==> config.mk <==
export PLATFORM = sky130hd
export DESIGN_NAME = if_stage_flat
export DESIGN_NICKNAME = d
export VERILOG_FILES = /design/src/rtl/if_stage_pkg.sv /design/src/rtl/if_stage_if.sv /design/src/rtl/if_stage.sv /design/src/flat_wrapper.sv
export SDC_FILE = /design/constraint.sdc
export NUM_CORES = 1
export LEC_CHECK = 0
export ABC_AREA = 1
export CORE_MARGIN = 3
export CORE_UTILIZATION = 43
export CTS_CLUSTER_DIAMETER = 60
export DETAILED_ROUTE_END_ITERATION = 7
export PLACE_DENSITY = 0.79
export SLEW_MARGIN = 15
export SYNTH_ARGS = -nofsm -noshare
export SYNTH_HDL_FRONTEND = slang
export SYNTH_SLANG_ARGS = --single-unit
==> constraint.sdc <==
create_clock -name clk -period 1.3 [get_ports clk]
set_input_delay 0.26 -clock clk [delete_from_list [all_inputs] [get_ports clk]]
set_output_delay 0.26 -clock clk [all_outputs]
set_load 0.01 [all_outputs]
==> src/rtl/if_stage_pkg.sv <==
// Shared definitions for the fetch stage: default widths, bubble op, jump opcode and FSM encoding.
package if_stage_pkg;

  localparam int          PC_W_DEF   = 16;
  localparam logic [15:0] NOP_OP_DEF = 16'h0000;

  // JMP occupies the top 5 bits; an 11-bit offset of all ones is the jump-to-self idiom.
  localparam logic [4:0]  OP_JMP     = 5'b11111;
  localparam logic [15:0] JMP_SELF   = {OP_JMP, 11'h7ff};

  typedef enum logic {
    ST_RUN  = 1'b0,
    ST_HALT = 1'b1
  } fetch_state_e;

endpackage

==> src/rtl/if_stage_if.sv <==
// Fetch-stage bus: hazard/decode control in, imem address/data, IF/ID register contents out.
interface if_stage_if
  import if_stage_pkg::*;
#(
  parameter int PC_W = PC_W_DEF
);

  logic            stall_i;
  logic            redirect_i;
  logic [PC_W-1:0] redirect_pc_i;
  logic [15:0]     imem_op_i;
  logic [PC_W-1:0] imem_pc_o;
  logic [15:0]     if_op_o;
  logic [PC_W-1:0] if_pc_o;
  logic [PC_W-1:0] if_npc_o;
  logic            if_valid_o;
  logic            halted_o;
  logic [15:0]     fetch_cnt_o;

  modport master (
    input  stall_i, redirect_i, redirect_pc_i, imem_op_i,
    output imem_pc_o, if_op_o, if_pc_o, if_npc_o, if_valid_o, halted_o, fetch_cnt_o
  );

  modport slave (
    output stall_i, redirect_i, redirect_pc_i, imem_op_i,
    input  imem_pc_o, if_op_o, if_pc_o, if_npc_o, if_valid_o, halted_o, fetch_cnt_o
  );

endinterface

==> src/rtl/if_stage.sv <==
// Instruction fetch: PC register feeds imem, op lands in IF/ID one edge later; stall holds everything.
// Redirects take effect after a single delay slot; a branch to its own address halts fetch until reset.
module if_stage
  import if_stage_pkg::*;
#(
  parameter int              PC_W     = PC_W_DEF,
  parameter logic [PC_W-1:0] RESET_PC = '0,
  parameter logic [15:0]     NOP_OP   = NOP_OP_DEF
) (
  input  logic       clk,
  input  logic       rst_n,
  if_stage_if.master bus
);

  fetch_state_e    state_q, state_d;
  logic [PC_W-1:0] pc_q, pc_d;
  logic [PC_W-1:0] pc_inc;
  logic [15:0]     op_q, op_d;
  logic [PC_W-1:0] ifpc_q, ifpc_d;
  logic [PC_W-1:0] ifnpc_q, ifnpc_d;
  logic            valid_q, valid_d;
  logic [15:0]     cnt_q, cnt_d;

  assign pc_inc = pc_q + {{(PC_W-1){1'b0}}, 1'b1};

  always_ff @(posedge clk) begin
    if (!rst_n) begin
      state_q <= ST_RUN;
      pc_q    <= RESET_PC;
      op_q    <= NOP_OP;
      ifpc_q  <= '0;
      ifnpc_q <= '0;
      valid_q <= 1'b0;
      cnt_q   <= 16'h0000;
    end else begin
      state_q <= state_d;
      pc_q    <= pc_d;
      op_q    <= op_d;
      ifpc_q  <= ifpc_d;
      ifnpc_q <= ifnpc_d;
      valid_q <= valid_d;
      cnt_q   <= cnt_d;
    end
  end

  always_comb begin
    state_d = state_q;
    pc_d    = pc_q;
    op_d    = op_q;
    ifpc_d  = ifpc_q;
    ifnpc_d = ifnpc_q;
    valid_d = valid_q;
    cnt_d   = cnt_q;

    unique case (state_q)
      ST_RUN: begin
        // A stalled cycle drops any redirect; decode re-presents it once unstalled.
        if (!bus.stall_i) begin
          op_d    = bus.imem_op_i;
          ifpc_d  = pc_q;
          ifnpc_d = pc_inc;
          valid_d = 1'b1;
          cnt_d   = cnt_q + 16'd1;
          if (bus.redirect_i) begin
            pc_d = bus.redirect_pc_i;
            if (bus.redirect_pc_i == ifpc_q) begin
              state_d = ST_HALT;
            end
          end else begin
            pc_d = pc_inc;
          end
        end
      end
      ST_HALT: begin
        // Keep the last address visible but present bubbles forever.
        op_d    = NOP_OP;
        valid_d = 1'b0;
      end
      default: begin
        state_d = ST_RUN;
      end
    endcase
  end

  assign bus.imem_pc_o   = pc_q;
  assign bus.if_op_o     = op_q;
  assign bus.if_pc_o     = ifpc_q;
  assign bus.if_npc_o    = ifnpc_q;
  assign bus.if_valid_o  = valid_q;
  assign bus.halted_o    = (state_q == ST_HALT);
  assign bus.fetch_cnt_o = cnt_q;

endmodule
==> src/flat_wrapper.sv <==
// flat-port wrapper written by rule: the top's interface ports become plain ports
module if_stage_flat import if_stage_pkg::*;
#(
  parameter int              PC_W     = PC_W_DEF,
  parameter logic [PC_W-1:0] RESET_PC = '0,
  parameter logic [15:0]     NOP_OP   = NOP_OP_DEF
)
  (clk, rst_n, bus_stall_i, bus_redirect_i, bus_redirect_pc_i, bus_imem_op_i, bus_imem_pc_o, bus_if_op_o, bus_if_pc_o, bus_if_npc_o, bus_if_valid_o, bus_halted_o, bus_fetch_cnt_o);
  if_stage_if #(.PC_W(PC_W)) bus_i ();
  input  logic clk;
  input  logic rst_n;
  input wire logic [$bits(bus_i.stall_i)-1:0] bus_stall_i;
  input wire logic [$bits(bus_i.redirect_i)-1:0] bus_redirect_i;
  input wire logic [$bits(bus_i.redirect_pc_i)-1:0] bus_redirect_pc_i;
  input wire logic [$bits(bus_i.imem_op_i)-1:0] bus_imem_op_i;
  output wire logic [$bits(bus_i.imem_pc_o)-1:0] bus_imem_pc_o;
  output wire logic [$bits(bus_i.if_op_o)-1:0] bus_if_op_o;
  output wire logic [$bits(bus_i.if_pc_o)-1:0] bus_if_pc_o;
  output wire logic [$bits(bus_i.if_npc_o)-1:0] bus_if_npc_o;
  output wire logic [$bits(bus_i.if_valid_o)-1:0] bus_if_valid_o;
  output wire logic [$bits(bus_i.halted_o)-1:0] bus_halted_o;
  output wire logic [$bits(bus_i.fetch_cnt_o)-1:0] bus_fetch_cnt_o;
  assign bus_i.stall_i = bus_stall_i;
  assign bus_i.redirect_i = bus_redirect_i;
  assign bus_i.redirect_pc_i = bus_redirect_pc_i;
  assign bus_i.imem_op_i = bus_imem_op_i;
  assign bus_imem_pc_o = bus_i.imem_pc_o;
  assign bus_if_op_o = bus_i.if_op_o;
  assign bus_if_pc_o = bus_i.if_pc_o;
  assign bus_if_npc_o = bus_i.if_npc_o;
  assign bus_if_valid_o = bus_i.if_valid_o;
  assign bus_halted_o = bus_i.halted_o;
  assign bus_fetch_cnt_o = bus_i.fetch_cnt_o;
  if_stage #(.PC_W(PC_W), .RESET_PC(RESET_PC), .NOP_OP(NOP_OP)) u_core (.clk(clk), .rst_n(rst_n), .bus(bus_i));
endmodule
**Word-level counts from Yosys, hierarchy flattened**

Cells that the tools add are included.

- Register bits after elaboration: 82
- Input bits: 36
- Output and inout port bits: 82
- Logic and storage cells: 23

- Add/subtract/negate cells: 2
- Equal/unequal tests: 2
- Muxes and demuxes: 9
- Bitwise operators: 2
- Reductions and logical operators: 1

Operators with widths:

| cell | count |
|---|---|
| 16-bit by 1-bit adder with 16-bit output, second input constant | 2 |
| 16-bit two-way mux | 2 |
| 16-bit case mux with 2 select lines | 1 |
| 16-bit == test | 1 |
| 1-bit two-way mux | 5 |
| 2-bit inequality test, second input constant | 1 |
| 1-bit inverter | 2 |
| 1-bit case mux with 2 select lines | 1 |
| 2-bit AND reduction | 1 |

**Depth between registers and ports, before layout**

Gate-level depths: netlist of run 1.

- Word-level depth: 5
- Depth in mapped cells: 10
- Depth with buffers taken out: 10

**Least setup slack after synthesis of run 1**

OpenSTA, ideal clock, no wires.

- Kind: register to register
- Start point: register u_core.pc_q[0], in the netlist u_core.bus.imem_pc_o[0]
- End point: register u_core.ifnpc_q[10], in the netlist u_core.bus.if_npc_o[10]
- Setup time: 0.115 ns
- Data arrival time: 1.282 ns
- Data required time: 1.185 ns
- Path slack: -0.097 ns
- Cell stages (with the launch flop): 9
- Buffers on the path: 0
- Clock period less this slack: 1.397 ns
- Path through: dfxtp_1 -> ha_1 -> nand2_1 -> nor2_1 -> nand2_2 -> o21ai_0 -> nand2_1 -> o21ai_0 -> inv_1

- Cells in the longest elaborated chain, start to end: 1

RTL lines:

| item | line | text |
|---|---|---|
| start: declaration | if_stage.sv:16 | `logic [PC_W-1:0] pc_q, pc_d;` |
| start signal: assignment | if_stage.sv:37 | `pc_q <= pc_d;` |
| 16-bit by 1-bit adder with 16-bit output | if_stage.sv:24 | `assign pc_inc = pc_q + {{(PC_W-1){1'b0}}, 1'b1};` |
| end signal: assignment | if_stage.sv:40 | `ifnpc_q <= ifnpc_d;` |
| end: declaration | if_stage.sv:20 | `logic [PC_W-1:0] ifnpc_q, ifnpc_d;` |

No other way between the ends.
A chain may end at the register's enable or synchronous reset.

**Worst setup path after layout of run 1**

Ends and elaborated chain as after synthesis.

==> flow_metrics.py, run 1 <==
metrics = {
    "outcome": {
        "outcome": "complete, but fails checks",
        "violations": "setup timing",
    },
    "min_path": {
        "hold_class": "in2reg",
    },
    "timing": {
        "fin_setup_tns_ps": -229,
        "timing.fmax_mhz": 739,
        "finalMaxSlewViolations": 0,
        "whs_ps": 229,
        "post-route-period-util_pct": 104,
        "setup_ws_ps": -53.1,
        "tightestPinTransition_ps": 284,
        "fin_crit_ps": 1350,
        "rsz0062_at_grt": "true",
        "fin_worst_skew_ps": 12.7,
        "maxSlewHeadroom_pct": 80.9,
        "setup_viol": 8,
        "finalHoldViolCount": 0,
    },
    "detailed_routing": {
        "drt-total-wl_um": 13000,
        "drt_iter0_drc": 272,
        "vias": 4565,
        "vias_per_cell": 5.23,
        "dr.pass1.iters": 5,
        "wl_per_cell_um": 14.8,
        "postRouteAntennaNets": 0,
        "drcViolationCount": 0,
    },
    "yosys": {
        "synthArstFlopShare_pct": 0,
        "synthesis.area_mm2": 0.00398,
        "syn_nets": 633,
        "synth.distinct_cells": 32,
        "yosys_warnings": 0,
        "ys_top_cells_by_count": "nand2_1, dfxtp_1, inv_1, nor2_1, o21ai_0",
        "yosysMostFrequentCell": "nand2_1",
        "ys_seq_area_share_pct": 41.2,
        "synth_area_per_cell_um2": 6.69,
        "yosysTopAreaCell": "dfxtp_1",
        "synth_seq_cells": 82,
        "synth_ff_type": "dfxtp_1",
        "synth_edf_count": 0,
        "synth_area_leaders": "dfxtp_1, nand2_1, o21ai_0",
        "synth_top_cell_area_share_pct": 41.2,
        "synthCells": 595,
    },
    "layout": {
        "nNetsFinal": 798,
        "area_growth_pct": 53.5,
        "fin_util_pct": 69.1,
        "final.fill_count": 742,
        "diodes": 0,
        "drive_gt1_share_pct": 25.6,
    },
    "worst_setup_path": {
        "start_kind": "flop",
        "worst_ep_required_time_ps": 1560,
        "cpLargestDelayFamily": "simple AND/OR/NAND/NOR gates",
        "crit_buf_inv": 1,
        "worstPathMaxFanout": 4,
        "critPathKind": "reg2reg",
        "end_kind": "flop",
        "cpPeakStageDelay_ps": 380,
        "critPathSlowestCell": "dfxtp_4",
        "crit_chain": "ha_4 -> nand2_2 -> nor2_2 -> nand2_2 -> o21ai_2 -> nand2_2 -> o21ai_1 -> inv_1",
        "crit_top_cell": "nand2_2",
        "crit_arrival_ps": 1610,
    },
    "place": {
        "gp_congestion": 0.907,
        "place_ws_ps": -370,
        "port_buffers": 117,
        "dp_hpwl_um": 9140,
    },
    "clock_network": {
        "clock_path_buffers": 2,
        "insertion_delay_ps": 360,
        "clk_pin_slew_ps": 90,
        "cts_tree": "built",
        "cts_hold_buf": 0,
        "numCtsBuffers": 9,
        "cts_sinks": 82,
        "root_buffer": "clkbuf_8",
        "h-tree-depth": 3,
    },
    "power_and_ir_drop": {
        "power_mw": 6.01,
        "cellLeakagePower_nw": 2.98,
        "peakVddDrop_mv": 0.504,
        "power_density_mw_per_mm2": 982,
    },
    "grt": {
        "first_global_vias": 4306,
        "grt-ovfl-total": 0,
        "grt_pass1_wl_um": 20000,
        "grtUsageTotal_pct": 24.1,
        "antenna_found_initial": 0,
        "grt_start_max_net_pins": 38,
    },
    "die": {
        "die-area_mm2": 0.0105,
        "fp.coreArea_mm2": 0.00885,
        "die_width_um": 102,
        "ios": 118,
        "start_util_pct": 45.0,
        "die_y_um": 102,
        "rows": 34,
    },
    "job": {
        "maxCapViolCount": 0,
    },
}
## cell usage in the layout (no fill, tap or decap), drive strengths merged, types with 31 or more instances in the layout
| master | n |
|---|---|
| nand2 | 138 |
| inv | 83 |
| dfxtp | 82 |
| nor2 | 78 |
| buf | 71 |
| o21ai | 66 |
| dlygate4sd2 | 55 |
| a21oi | 55 |
| nand3 | 32 |
| clkdlybuf4s50 | 31 |
## layer usage
metal	global-route usage (%)	wire, um	vias to the layer above
met4	9.18	256	0
met5	0	0	-
li1	-	-	2219
met3	3.34	744	24
met2	40.4	6480	189
met1	31.6	5480	2133
## power breakdown
| part | total [mW] | leakage, nW | internal (mW) | switching [mW] |
|---|---|---|---|---|
| clock network | 2.13 | 0.117 | 1.14 | 0.987 |
| logic | 1.11 | 2.17 | 0.528 | 0.581 |
| registers | 2.77 | 0.694 | 2.65 | 0.120 |
| total | 6.01 | 2.98 | 4.32 | 1.69 |
## worst reg2reg max path, delay by kind of cell (launching register included)
family	cells	cell delay, ps
adder cells (fa/ha/maj)	1	160
flip-flops	1	380
buffers and inverters	1	50
AO/OA/AOI/OAI	2	280
AND/OR/NAND/NOR	4	390
## area by class of cell
cell class              instances  area [um^2]  area share (%)
flip-flops and latches         82         1720            28.1
clock inverters                 6         87.6            1.43
inverters                      83          317            5.18
multi-input cells             403         2130            34.8
clock buffers                  10          138            2.25
repair buffers                181         1590            26.0
well taps                     108          135            2.21
## registers in the layout, summed over array words and instances (netlist names)
signal	flops
u_core.bus.if_npc_o	16
u_core.bus.fetch_cnt_o	16
u_core.bus.imem_pc_o	16
u_core.bus.if_pc_o	16
u_core.bus.if_valid_o	1
u_core.bus.halted_o	1
u_core.bus.if_op_o	16
## final timing paths
check                           cells past startpoint                          to  slack [ps]                       start
worst min register to register                      2  u_core.bus.fetch_cnt_o[10]         480  u_core.bus.fetch_cnt_o[10]
worst min-delay path                                3     u_core.bus.imem_pc_o[1]         230        bus_redirect_pc_i[1]
worst max-delay path                                8     u_core.bus.if_npc_o[10]         -50     u_core.bus.imem_pc_o[0]
worst max register to register                      8     u_core.bus.if_npc_o[10]         -50     u_core.bus.imem_pc_o[0]
## kinds of logic (layout without fill, tap and decap cells)
| group | after synthesis | count (layout) | synth area share [%] |
|---|---|---|---|
| simple gates | 262 | 262 | 28.0 |
| buf+inv | 110 | 280 | 11.2 |
| fa+ha+maj | 2 | 2 | 0.628 |
| xor+xnor | 10 | 10 | 2.20 |
| compound gates | 129 | 129 | 16.8 |
| flops | 82 | 82 | 41.2 |
## through the flow
step / cell area [um^2] / std cells
6_report: 6110 / 873
4_1_cts: 5920 / 872
5_1_grt: 6110 / 873
2_1_floorplan: 4000 / 595
3_5_place_dp: 5670 / 854
3_3_place_gp: 5670 / 854
## repair_timing
item,CTS,global route
cloned,0,0
gates resized for setup,162,91
buffers inserted,2,1
endpoints found under the setup margin,106,88
pin swaps,8,24
Power figures use the tool's default switching activity.
==> run 2: changes to the inputs <==
--- a/config.mk
+++ b/config.mk
@@ -6,7 +6,7 @@
 export NUM_CORES = 1
 export LEC_CHECK = 0
 export ABC_AREA = 1
-export CORE_MARGIN = 3
+export CORE_MARGIN = 10
 export CORE_UTILIZATION = 43
 export CTS_CLUSTER_DIAMETER = 60
 export DETAILED_ROUTE_END_ITERATION = 7
==> run 2 against run 1 <==
The run still ends with setup timing left. Non-clock buffer count decreased by 1. Maximum frequency decreased by 0.70%. Cell area decreased by 0.43%. Hold slack improved by 190 ps. Die area increased by 29%. Final cell count increased by 0.23%. Critical path type unchanged.
==> flow_metrics.py, run 2 (synthesis results as in run 1) <==
metrics = {
    "grt": {
        "grt_start_max_net_pins": 45,
        "grt_pass1_wl_um": 20500,
        "antenna_found_initial": 0,
        "grtUsageTotal_pct": 18.8,
        "first_global_vias": 4276,
        "grt-ovfl-total": 0,
    },
    "timing": {
        "maxSlewHeadroom_pct": 80.0,
        "post-route-period-util_pct": 105,
        "setup_viol": 5,
        "timing.fmax_mhz": 734,
        "fin_setup_tns_ps": -228,
        "fin_crit_ps": 1360,
        "fin_worst_skew_ps": 9.64,
        "tightestPinTransition_ps": 301,
        "finalMaxSlewViolations": 0,
        "finalHoldViolCount": 0,
        "setup_ws_ps": -62.6,
        "rsz0062_at_grt": "true",
    },
    "clock_network": {
        "clock_path_buffers": 2,
        "clk_pin_slew_ps": 80,
        "insertion_delay_ps": 350,
        "cts_sinks": 82,
        "h-tree-depth": 3,
        "numCtsBuffers": 9,
        "root_buffer": "clkbuf_8",
        "cts_tree": "built",
    },
    "layout": {
        "fin_area_mm2": 0.00609,
        "final.fill_count": 755,
        "final_common_cell": "nand2_1",
        "area_growth_pct": 52.8,
        "diodes": 0,
        "drive_gt1_share_pct": 25.4,
        "final_cell_mix": "nand2_1, inv_1, nor2_1, buf_4, o21ai_0",
        "nNetsFinal": 797,
        "fin_util_pct": 66.8,
    },
    "detailed_routing": {
        "vias_per_cell": 5.14,
        "drcViolationCount": 0,
        "dr.pass1.iters": 5,
        "drt-total-wl_um": 13700,
        "drt_iter0_drc": 376,
        "postRouteAntennaNets": 0,
        "vias": 4498,
        "wl_per_cell_um": 15.7,
    },
    "place": {
        "placed_area_mm2": 0.00564,
        "port_buffers": 117,
        "dp_hpwl_um": 9770,
        "gp_congestion": 0.913,
    },
    "min_path": {
        "hold_class": "in2reg",
    },
    "power_and_ir_drop": {
        "cellLeakagePower_nw": 2.90,
        "peakVddDrop_mv": 0.553,
        "power_density_mw_per_mm2": 975,
        "switchingPower_mw": 1.63,
        "pwr-share-comb_pct": 18.4,
        "p_seq_share_pct": 46.8,
        "p_int_mw": 4.31,
        "switching_share_pct": 27.4,
        "power_mw": 5.94,
        "clkPwrFrac_pct": 34.7,
    },
    "die": {
        "die-area_mm2": 0.0135,
        "die_y_um": 116,
        "rows": 35,
        "fp.coreArea_mm2": 0.00911,
        "start_util_pct": 43.7,
        "die_width_um": 116,
        "ios": 118,
    },
    "worst_setup_path": {
        "critPathKind": "reg2reg",
        "cpLargestDelayFamily": "simple AND/OR/NAND/NOR gates",
        "start_kind": "flop",
        "worstPathMaxFanout": 4,
        "crit_arrival_ps": 1660,
        "cpPeakStageDelay_ps": 370,
        "crit_buf_inv": 2,
        "crit_top_cell": "nand2_2",
        "end_kind": "flop",
        "crit_chain": "ha_4 -> nand2_2 -> nor2_2 -> nand2_2 -> inv_2 -> nand2_2 -> nand2_2 -> nand2_1 -> a21o_1 -> inv_1",
        "critPathSlowestCell": "dfxtp_4",
        "worst_ep_required_time_ps": 1600,
        "rrSetupSlack_ps": -60,
    },
    "job": {
        "maxCapViolCount": 0,
    },
    "outcome": {
        "violations": "setup timing",
        "outcome": "complete, but fails checks",
    },
}
-- run 2: cell type report --
class	count	area [um^2]	share of cell area, %
multi-input cells	403	2110	34.6
flip-flops and latches	82	1700	28.0
repair buffers	180	1600	26.4
inverters	83	314	5.16
clock buffers	11	141	2.32
well taps	111	139	2.28
clock inverters	5	77.6	1.27
-- run 2: repair_timing --
action / 4_1_cts / 5_1_grt
hold buffers: 0 / 0
gates resized for setup: 138 / 110
setup endpoints to repair: 107 / 68
pin swaps: 9 / 12
buffers inserted: 3 / 5
-- run 2: layer usage --
layer | vias to the layer above | global-route usage (%) | share of wire, %
met1 | 2109 | 21.9 | 40
met5 | - | 0 | 0
met2 | 151 | 32.7 | 51
met4 | 0 | 6.09 | 2.1
li1 | 2212 | - | -
met3 | 26 | 4.98 | 7.1
-- run 2: final timing paths --
path | from | to | cells past startpoint
setup / recovery | u_core.bus.imem_pc_o[0] | u_core.bus.if_npc_o[12] | 10
hold / removal | rst_n | u_core.bus.imem_pc_o[15] | 4
setup reg to reg | u_core.bus.imem_pc_o[0] | u_core.bus.if_npc_o[12] | 10
hold reg to reg | u_core.bus.halted_o | u_core.bus.if_valid_o | 1
-- run 2: power by group through the flow --
stage / Sequential (mW) / Clock, mW / Combinational, mW
floorplan: 2.88 / 0 / 0.418
global placement: 2.82 / 0 / 1.10
detailed placement: 2.83 / 0 / 1.12
CTS: 2.78 / 2.07 / 1.05
global route: 2.80 / 2.19 / 1.19
finish: 2.78 / 2.06 / 1.09
-- run 2: worst register-to-register path, delay by kind of cell (launching register included) --
kind	cells	cell delay, ps
flip-flops	1	370
AO/OA/AOI/OAI	1	150
AND/OR/NAND/NOR	6	520
adder cells (fa/ha/maj)	1	160
buffers and inverters	2	140
-- run 2: per-stage QoR --
stage	setup WS (ps)	hold slack, ps	std cells
finish	-62.6	417	875
global route	-152	432	875
CTS	-22.9	455	870
detailed placement	-415	475	851
global placement	-334	469	851
floorplan	2.20	399	595
==> run 3: changes to the inputs <==
--- a/config.mk
+++ b/config.mk
@@ -6,11 +6,14 @@
 export NUM_CORES = 1
 export LEC_CHECK = 0
 export ABC_AREA = 1
+export CELL_PAD_IN_SITES_DETAIL_PLACEMENT = 0
+export CELL_PAD_IN_SITES_GLOBAL_PLACEMENT = 2
 export CORE_MARGIN = 10
-export CORE_UTILIZATION = 43
+export CORE_UTILIZATION = 23
+export CTS_BUF_LIST = sky130_fd_sc_hd__clkbuf_4 sky130_fd_sc_hd__clkbuf_8
 export CTS_CLUSTER_DIAMETER = 60
 export DETAILED_ROUTE_END_ITERATION = 7
-export PLACE_DENSITY = 0.79
+export PLACE_DENSITY = 0.8
 export SLEW_MARGIN = 15
 export SYNTH_ARGS = -nofsm -noshare
 export SYNTH_HDL_FRONTEND = slang
==> run 3 against run 2 <==
The run still ends with setup timing left. Die area is 70% higher. Power up 0.65%. Maximum frequency rose by 0.26%. Sequential power about the same. Combinational power up 9%. Non-clock buffer count is 18 higher. Clock-buffer cell count up 2. First-iteration DRC count fell by 55%. Worst setup slack improved by 3.5 ps. Critical path type is now reg2out. Largest cell class unchanged. Highest routed layer unchanged.
==> flow_metrics.py, run 3 (synthesis results as in run 1) <==
metrics = {
    "outcome": {
        "outcome": "complete, but fails checks",
        "violations": "setup timing",
    },
    "power_and_ir_drop": {
        "p_seq_share_pct": 46.5,
        "pwr-share-comb_pct": 19.9,
        "clkPwrFrac_pct": 33.7,
        "power_density_mw_per_mm2": 922,
        "switchingPower_mw": 1.68,
        "switching_share_pct": 28.1,
        "cellLeakagePower_nw": 2.97,
        "power_mw": 5.97,
        "p_int_mw": 4.29,
        "peakVddDrop_mv": 0.457,
    },
    "grt": {
        "grt.busiest_layer": "met2",
        "first_global_vias": 4254,
        "antenna_found_initial": 0,
        "grtUsageTotal_pct": 12.3,
        "grt_util_met3_pct": 3.21,
        "met2_usage_pct": 20.1,
        "grt_pass1_wl_um": 22300,
        "gr-usage-met1_pct": 15.1,
        "grt-ovfl-total": 0,
        "grt_start_max_net_pins": 37,
    },
    "layout": {
        "fin_area_mm2": 0.00648,
        "drive_gt1_share_pct": 33.3,
        "area_growth_pct": 62.7,
        "final_common_cell": "nand2_1",
        "nNetsFinal": 815,
        "diodes": 0,
        "final_cell_mix": "nand2_1, inv_1, buf_4",
        "final.fill_count": 1810,
    },
    "detailed_routing": {
        "wl_per_cell_um": 14.4,
        "drt_iter0_drc": 169,
        "vias_per_cell": 4.32,
        "dr.pass1.iters": 4,
        "drt-total-wl_um": 14500,
        "vias": 4343,
        "drcViolationCount": 0,
        "postRouteAntennaNets": 0,
    },
    "worst_setup_path": {
        "end_kind": "output pin",
        "cpPeakStageDelay_ps": 330,
        "crit_chain": "buf_4 -> buf_4 -> buf_2",
        "critPathSlowestCell": "dfxtp_2",
        "worst_ep_required_time_ps": 1040,
        "crit_top_cell": "buf_4",
        "start_kind": "flop",
        "worstPathMaxFanout": 2,
        "critPathKind": "reg2out",
        "crit_arrival_ps": 1100,
    },
    "job": {
        "maxCapViolCount": 0,
    },
    "clock_network": {
        "clk_pin_slew_ps": 90,
        "insertion_delay_ps": 370,
        "numCtsBuffers": 9,
        "clock_path_buffers": 2,
        "cts_tree": "built",
        "root_buffer": "clkbuf_8",
        "h-tree-depth": 3,
        "cts_hold_buf": 0,
        "cts_sinks": 82,
    },
    "timing": {
        "finalHoldViolCount": 0,
        "timing.fmax_mhz": 736,
        "fin_setup_tns_ps": -75.4,
        "rsz0062_at_grt": "true",
        "tightestPinTransition_ps": 254,
        "post-route-period-util_pct": 105,
        "setup_ws_ps": -59.1,
        "fin_crit_ps": 1360,
        "setup_viol": 2,
        "maxSlewHeadroom_pct": 82.9,
        "fin_worst_skew_ps": 12.3,
        "finalMaxSlewViolations": 0,
    },
    "die": {
        "start_util_pct": 23.3,
        "fp.coreArea_mm2": 0.0171,
        "rows": 48,
        "die_y_um": 152,
        "die_width_um": 152,
        "die-area_mm2": 0.0230,
        "ios": 118,
    },
    "place": {
        "port_buffers": 117,
        "gp_congestion": 0.804,
        "placed_area_mm2": 0.00592,
        "dp_hpwl_um": 11100,
    },
    "min_path": {
        "hold_class": "in2reg",
    },
}
run 3: worst max-delay path: cells and delay by family, from the launching register on:
kind,cells,cell delay (ps)
flops,1,330
buf+inv,3,390
run 3: per-layer routing:
layer | vias up | wire [um]
li1 | 2248 | -
met1 | 1998 | 6580
met2 | 80 | 6980
met3 | 17 | 700
met4 | 0 | 256
met5 | - | 0
run 3: worst paths after layout:
kind,start,endpoint,slack [ps],cells after the start
worst max-delay path,u_core.bus.fetch_cnt_o[1],bus_fetch_cnt_o[1],-60,3
worst min-delay path,bus_redirect_pc_i[1],u_core.bus.imem_pc_o[1],320,4
worst max register to register,u_core.bus.imem_pc_o[0],u_core.bus.if_npc_o[12],-20,9
worst min register to register,u_core.bus.halted_o,u_core.bus.if_valid_o,460,1
run 3: power groups by stage:
| stage | clock network [mW] | logic (mW) | registers (mW) |
|---|---|---|---|
| 6_report | 2.01 | 1.19 | 2.78 |
| 5_1_grt | 2.20 | 1.31 | 2.80 |
| 3_5_place_dp | 0 | 1.19 | 2.83 |
| 2_1_floorplan | 0 | 0.418 | 2.88 |
| 4_1_cts | 2.10 | 1.15 | 2.78 |
| 3_3_place_gp | 0 | 1.19 | 2.83 |
run 3: layout make-up:
type	instances	area (um^2)	share of cell area [%]
clock inverters	2	35.0	0.541
multi-input cells	403	2220	34.3
repair buffers	198	1730	26.6
flip-flops and latches	82	1730	26.7
well taps	225	282	4.34
inverters	83	314	4.85
clock buffers	13	173	2.66
run 3: stage by stage:
step	std cells	setup slack, ps	hold WS, ps	util (%)
after floorplan	595	2.20	399	-
after global placement	984	-411	470	34.6
after CTS	1002	-29.0	425	36.5
after global routing	1006	-98.2	351	37.9
final	1006	-59.1	320	37.9
after detailed placement	984	-440	475	34.6
run 3: what timing repair did:
action                     4_1_cts  5_1_grt
pin swaps                       10       21
gates resized for setup        228      127
setup buffers                    3        4
setup endpoints to repair      105       98
cloned                           0        0
